## src/rtl/glitch_response_monitor.sv

```systemverilog
// Glitch response monitor: times and counts target rising edges in a window after each glitch.
// Optional macro STICKY_FAULT_EN makes LEDG[1] latch on any fault/timeout report until RESET.
module glitch_response_monitor #(
  parameter int unsigned WINDOW_UNIT  = 100000,
  parameter int unsigned EXPECT_EDGES = 1,
  parameter int unsigned HOLDOFF      = 10000000
) (
  input  logic        CLOCK_50,
  input  logic        RESET,
  input  logic        GLITCH_IN,
  input  logic        TARGET_IN,
  input  logic [9:0]  SW,
  output logic [1:0]  RESULT,
  output logic [26:0] LATENCY,
  output logic [7:0]  EDGES,
  output logic        DONE,
  output logic [1:0]  LEDG
);

  typedef enum logic [1:0] {
    StIdle     = 2'd0,
    StObserve  = 2'd1,
    StReport   = 2'd2,
    StCooldown = 2'd3
  } state_e;

  localparam logic [26:0] UnitW = 27'(WINDOW_UNIT);

  state_e      state_q, state_d;
  logic        tgt_meta_q, tgt_sync_q, tgt_prev_q;
  logic        glitch_q;
  logic        tgt_rise, glitch_rise;

  logic [26:0] window_q, window_d;
  logic [26:0] cycle_q, cycle_d;
  logic [7:0]  edges_q, edges_d;
  logic        first_q, first_d;
  logic [26:0] lat_q, lat_d;
  logic [31:0] hold_q, hold_d;

  logic [1:0]  result_q, result_d;
  logic [26:0] latency_q, latency_d;
  logic [7:0]  edges_out_q, edges_out_d;
  logic        done_q, done_d;

  logic [9:0]  sw_eff;
  logic [26:0] window_calc;
  logic [7:0]  edges_inc;
  logic [26:0] lat_next;

  always_ff @(posedge CLOCK_50 or posedge RESET) begin
    if (RESET) begin
      tgt_meta_q <= 1'b0;
      tgt_sync_q <= 1'b0;
      tgt_prev_q <= 1'b0;
      glitch_q   <= 1'b0;
    end else begin
      tgt_meta_q <= TARGET_IN;
      tgt_sync_q <= tgt_meta_q;
      tgt_prev_q <= tgt_sync_q;
      glitch_q   <= GLITCH_IN;
    end
  end

  assign tgt_rise    = tgt_sync_q & ~tgt_prev_q;
  assign glitch_rise = GLITCH_IN & ~glitch_q;

  assign sw_eff      = (SW == 10'd0) ? 10'd1 : SW;
  assign window_calc = {17'd0, sw_eff} * UnitW;

  // Edge count/latency including an edge landing in the current cycle, so the
  // final window cycle contributes to the report.
  assign edges_inc = (tgt_rise && (edges_q != 8'hFF)) ? edges_q + 8'd1 : edges_q;
  assign lat_next  = (tgt_rise && !first_q) ? cycle_q : lat_q;

  always_comb begin
    state_d     = state_q;
    window_d    = window_q;
    cycle_d     = cycle_q;
    edges_d     = edges_q;
    first_d     = first_q;
    lat_d       = lat_q;
    hold_d      = hold_q;
    result_d    = result_q;
    latency_d   = latency_q;
    edges_out_d = edges_out_q;
    done_d      = 1'b0;

    unique case (state_q)
      StIdle: begin
        if (glitch_rise) begin
          state_d  = StObserve;
          window_d = window_calc;
          cycle_d  = '0;
          edges_d  = '0;
          first_d  = 1'b0;
          lat_d    = '0;
        end
      end
      StObserve: begin
        edges_d = edges_inc;
        lat_d   = lat_next;
        first_d = first_q | tgt_rise;
        if (cycle_q == window_q - 27'd1) begin
          state_d     = StReport;
          edges_out_d = edges_inc;
          done_d      = 1'b1;
          if (edges_inc == 8'd0) begin
            result_d  = 2'b11;
            latency_d = '0;
          end else begin
            result_d  = (32'(edges_inc) == EXPECT_EDGES) ? 2'b01 : 2'b10;
            latency_d = lat_next;
          end
        end else begin
          cycle_d = cycle_q + 27'd1;
        end
      end
      StReport: begin
        state_d = StCooldown;
        hold_d  = '0;
      end
      StCooldown: begin
        // HOLDOFF of 0 behaves as a single cooldown cycle.
        if (hold_q + 32'd1 >= HOLDOFF) begin
          state_d = StIdle;
        end else begin
          hold_d = hold_q + 32'd1;
        end
      end
      default: state_d = StIdle;
    endcase
  end

  always_ff @(posedge CLOCK_50 or posedge RESET) begin
    if (RESET) begin
      state_q     <= StIdle;
      window_q    <= '0;
      cycle_q     <= '0;
      edges_q     <= '0;
      first_q     <= 1'b0;
      lat_q       <= '0;
      hold_q      <= '0;
      result_q    <= 2'b00;
      latency_q   <= '0;
      edges_out_q <= '0;
      done_q      <= 1'b0;
    end else begin
      state_q     <= state_d;
      window_q    <= window_d;
      cycle_q     <= cycle_d;
      edges_q     <= edges_d;
      first_q     <= first_d;
      lat_q       <= lat_d;
      hold_q      <= hold_d;
      result_q    <= result_d;
      latency_q   <= latency_d;
      edges_out_q <= edges_out_d;
      done_q      <= done_d;
    end
  end

`ifdef STICKY_FAULT_EN
  logic fault_q;

  always_ff @(posedge CLOCK_50 or posedge RESET) begin
    if (RESET) begin
      fault_q <= 1'b0;
    end else if (done_d && result_d[1]) begin
      fault_q <= 1'b1;
    end
  end

  assign LEDG[1] = fault_q;
`else
  assign LEDG[1] = result_q[1];
`endif

  assign LEDG[0] = (result_q == 2'b01);
  assign RESULT  = result_q;
  assign LATENCY = latency_q;
  assign EDGES   = edges_out_q;
  assign DONE    = done_q;

endmodule

```

## config.mk

```make
export PLATFORM = sky130hd
export DESIGN_NAME = glitch_response_monitor
export DESIGN_NICKNAME = d
export VERILOG_FILES = /design/src/rtl/glitch_response_monitor.sv
export SDC_FILE = /design/constraint.sdc
export NUM_CORES = 1
export LEC_CHECK = 0
export ABC_CLOCK_PERIOD_IN_PS = 6750
export CAP_MARGIN = 10
export CORE_MARGIN = 2
export CORE_UTILIZATION = 50
export CTS_BUF_LIST = sky130_fd_sc_hd__clkbuf_8
export CTS_CLUSTER_DIAMETER = 120
export DETAILED_ROUTE_END_ITERATION = 12
export PLACE_DENSITY = 0.78
export SLEW_MARGIN = 10
export SYNTH_ARGS = -nofsm -noshare
export SYNTH_HDL_FRONTEND = slang
export SYNTH_SLANG_ARGS = --single-unit
```

## constraint.sdc

```tcl
create_clock -name CLOCK_50 -period 6.75 [get_ports CLOCK_50]
set_clock_uncertainty 0.15 [all_clocks]
set_input_delay 1.35 -clock CLOCK_50 [delete_from_list [all_inputs] [get_ports CLOCK_50]]
set_output_delay 1.35 -clock CLOCK_50 [all_outputs]
set_load 0.005 [all_outputs]
```

==> out/qor.yml <==
outcome:
  status: "completed"
sta:
  max_freq_mhz: 158
  post-route-period-util: 0.940
  report.final.slew_viol_count: 0
  final-hold-violation-count: 0
  min_period_ps: 6340
  tightest_slew_ps: 1280
  finalSetupViolCount: 0
  fin_hold_ws_ps: 209
  final.setup.tns_ps: 0
  slew_headroom: 0.144
  rsz0062_at_grt: "false"
global_route:
  grt_pass1_vias: 8856
  antenna_found_initial: 0
  grt_max_degree: 68
  overflow: 0
  gr-usage-all-layers: 0.217
  grt_pass1_wl_mm: 42.7
placement:
  place_area_sq_mm: 0.0120
  finalWeightedCongestion: 0.908
  numPortBuffers: 53
  dp_hpwl_mm: 18.2
route:
  drt-total-wl_mm: 25.1
  drc: 0
  vias: 9096
  firstDrtPassIters: 6
  wl_per_cell_microns: 16.6
  via_per_inst: 6.02
  drtAntennaViolNets: 0
  drt_iter0_drc: 623
synth:
  ys_async_sr_fraction: 1.00
  synth_nets: 1315
  synth.avg_cell_area_sq_um: 9.38
  ys.flop_type: "dfrtp_1"
  yosys_register_bits: 161
  synth-edff-count: 0
  synth_cell_type_count: 83
  synth_cells: 1197
  netlist_area_sq_mm: 0.0112
  yosysWarnings: 0
  seq_area_frac_synth: 0.359
finish:
  syn_to_final_growth_pct: 10.0
  fillCellCount: 1893
  final_nets: 1335
  layout_commonest_cell: "dfrtp_1"
  diodes: 0
  drive_gt1_frac: 0.0837
  layout.cells.most_common_list: "161 x dfrtp_1, 86 x ha_1, 85 x inv_1, 82 x nand2_1, 62 x o21ai_0"
  stdcell_area_sq_mm: 0.0124
critical_path:
  rr_worst_depth: 9
  critical_path_arrival_ps: 6590
  critPathSlowestCell: "fa_1"
  critPathKind: "in2reg"
  r2r_slack_ps: 2030
  worst_path_largest_cell_delay_ps: 500
  r2r-start: "hold_q[0]$_DFFE_PP0P_"
  path_common_cell: "ha_1"
  end_kind: "register"
  cp.required_ps: 7000
  crit_chain: "clkdlybuf4s50_1 > inv_1 > ha_1 > nand4_1 > nor3_1 > buf_4 > nor2_1 > ha_1 > fa_1 > fa_1 > ha_1 > fa_1 > ha_1 > or2_2 > a21oi_1 > a21oi_1 > a211oi_1 > nor2_1 > or4_1 > nand3_1"
  crit_fanout: 10
  start_kind: "input pin"
  reg2reg_to: "hold_q[1]$_DFFE_PP0P_"
power_and_ir_drop:
  vdd_ir_drop_max_mv: 0.213
  p_leak_nw: 5.74
  power.density_mw_per_mm2: 192
floorplanning:
  rows: 54
  die_x_microns: 154
  io_pins: 54
  die_area_sq_mm: 0.0237
  initial_core_util: 0.511
  die_y_microns: 154
  core_sq_mm: 0.0220
cts:
  cts.clk_slew.worst_paths_ps: 90
  postCtsSetupBuffers: 0
  clock_path_buffers: 2
  numCtsBuffers: 17
  ctsHoldBuffers: 0
  htreeDepth: 4
  cts.sinks: 161
  clkLatencyLatePin_ps: 470
  cts_resized: 0
  cts_tree: "yes"
  cts_root_buf: "clkbuf_8"
run:
  maxCapViolCount: 0
worst_hold_path:
  hold_end: "tgt_sync_q$_DFF_PP0_"
  holdCritStartpoint: "tgt_meta_q$_DFF_PP0_"
  hold_class: "reg2reg"
  whs_path_depth: 0
## metrics by stage
step | power (mW) | setup slack (ps) | std cells | utilization
6_report | 2.37 | 408 | 1510 | 0.563
5_1_grt | 2.52 | 211 | 1510 | 0.563
4_1_cts | 2.39 | 473 | 1510 | 0.563
3_5_place_dp | 1.68 | 4.45 | 1478 | 0.545
3_3_place_gp | 1.66 | 184 | 1478 | 0.545
2_1_floorplan | 1.52 | 366 | 1197 | -
## synth_stat cells, types with 4 or more instances
| cell type | number | area share |
|---|---|---|
| ha_1 | 86 | 0.096 |
| o41ai_1 | 5 | 0.0039 |
| mux2i_1 | 40 | 0.036 |
| o21a_1 | 4 | 0.0027 |
| a31o_2 | 4 | 0.0031 |
| nor3b_1 | 4 | 0.0027 |
| nand2_1 | 82 | 0.027 |
| buf_2 | 12 | 0.0053 |
| nor4_1 | 17 | 0.0095 |
| nor3_1 | 54 | 0.024 |
| o311ai_0 | 4 | 0.0031 |
| a21oi_1 | 40 | 0.018 |
| or2_2 | 11 | 0.0061 |
| clkbuf_1 | 50 | 0.017 |
| a22o_1 | 28 | 0.022 |
| nand3_1 | 24 | 0.011 |
| xor2_1 | 27 | 0.021 |
| and3_1 | 24 | 0.013 |
| xnor2_1 | 29 | 0.023 |
| and4_1 | 4 | 0.0031 |
| nor2_1 | 62 | 0.021 |
| o21ai_0 | 62 | 0.028 |
| fa_1 | 18 | 0.032 |
| a31oi_1 | 15 | 0.0084 |
| o22ai_1 | 4 | 0.0022 |
| mux2_2 | 10 | 0.010 |
| nand2b_1 | 9 | 0.0050 |
| nand4_1 | 27 | 0.015 |
| or3_1 | 19 | 0.011 |
| o211ai_1 | 25 | 0.017 |
| inv_1 | 86 | 0.029 |
| a211oi_1 | 5 | 0.0033 |
| or4_1 | 15 | 0.010 |
| o31ai_1 | 15 | 0.010 |
| nor2b_1 | 6 | 0.0033 |
| and2_1 | 6 | 0.0033 |
| a21o_1 | 38 | 0.025 |
| dfrtp_1 | 161 | 0.36 |
## critical path: cells and delay by family
| family | cells | cell delay [ps] |
|---|---|---|
| fa+ha+maj | 7 | 2630 |
| compound gates | 3 | 530 |
| simple gates | 7 | 1300 |
| buf+inv | 3 | 800 |
## how the worst max path moves through the flow
stage,startpoint,end,cells past startpoint
2_1_floorplan,SW[8],window_q[25]$_DFFE_PP0P_,18
3_3_place_gp,SW[8],window_q[25]$_DFFE_PP0P_,20
3_5_place_dp,SW[8],window_q[25]$_DFFE_PP0P_,20
4_1_cts,SW[8],window_q[25]$_DFFE_PP0P_,24
5_1_grt,SW[8],window_q[25]$_DFFE_PP0P_,20
6_report,SW[8],window_q[25]$_DFFE_PP0P_,20
## where the power goes
group / leakage, nW / internal [mW] / switching [mW]
logic: 3.34 / 0.285 / 0.369
registers: 2.20 / 0.982 / 0.0264
clock network: 0.199 / 0.333 / 0.373
## area by class of cell
class	instances	area, sq um	area share
Multi-Input combinational cell	880	6590	0.533
Sequential cell	161	4030	0.326
Timing Repair Buffer	71	666	0.0539
Tap cell	280	350	0.0283
Inverter	86	328	0.0265
Clock buffer	21	289	0.0234
Clock inverter	11	104	0.00840
## routing by layer
metal	global-route usage	share of wire
met4	0.0628	0.018
met2	0.367	0.48
met3	0.0338	0.047
met5	0	0
met1	0.289	0.45
## flip-flops by register name, indices dropped and copies added, names as in the netlist
| signal | flops |
|---|---|
| hold_q | 32 |
| glitch_q | 1 |
| tgt_prev_q | 1 |
| LATENCY | 27 |
| cycle_q | 27 |
| EDGES | 8 |
| tgt_sync_q | 1 |
| edges_q | 8 |
| window_q | 22 |
| RESULT | 2 |
| first_q | 1 |
| lat_q | 27 |
| DONE | 1 |
| tgt_meta_q | 1 |
| state_q | 2 |
## logic make-up (layout without fill, tap and decap cells)
group	count (synthesis)	count (layout)	synth area share
flip-flops	161	161	0.359
buffers and inverters	156	189	0.0564
AO/OA/AOI/OAI	279	279	0.174
adder cells (fa/ha/maj)	104	104	0.128
XOR/XNOR	56	56	0.0437
multiplexers	52	52	0.0480
AND/OR/NAND/NOR	389	389	0.191
Power figures use the tool's default switching activity.
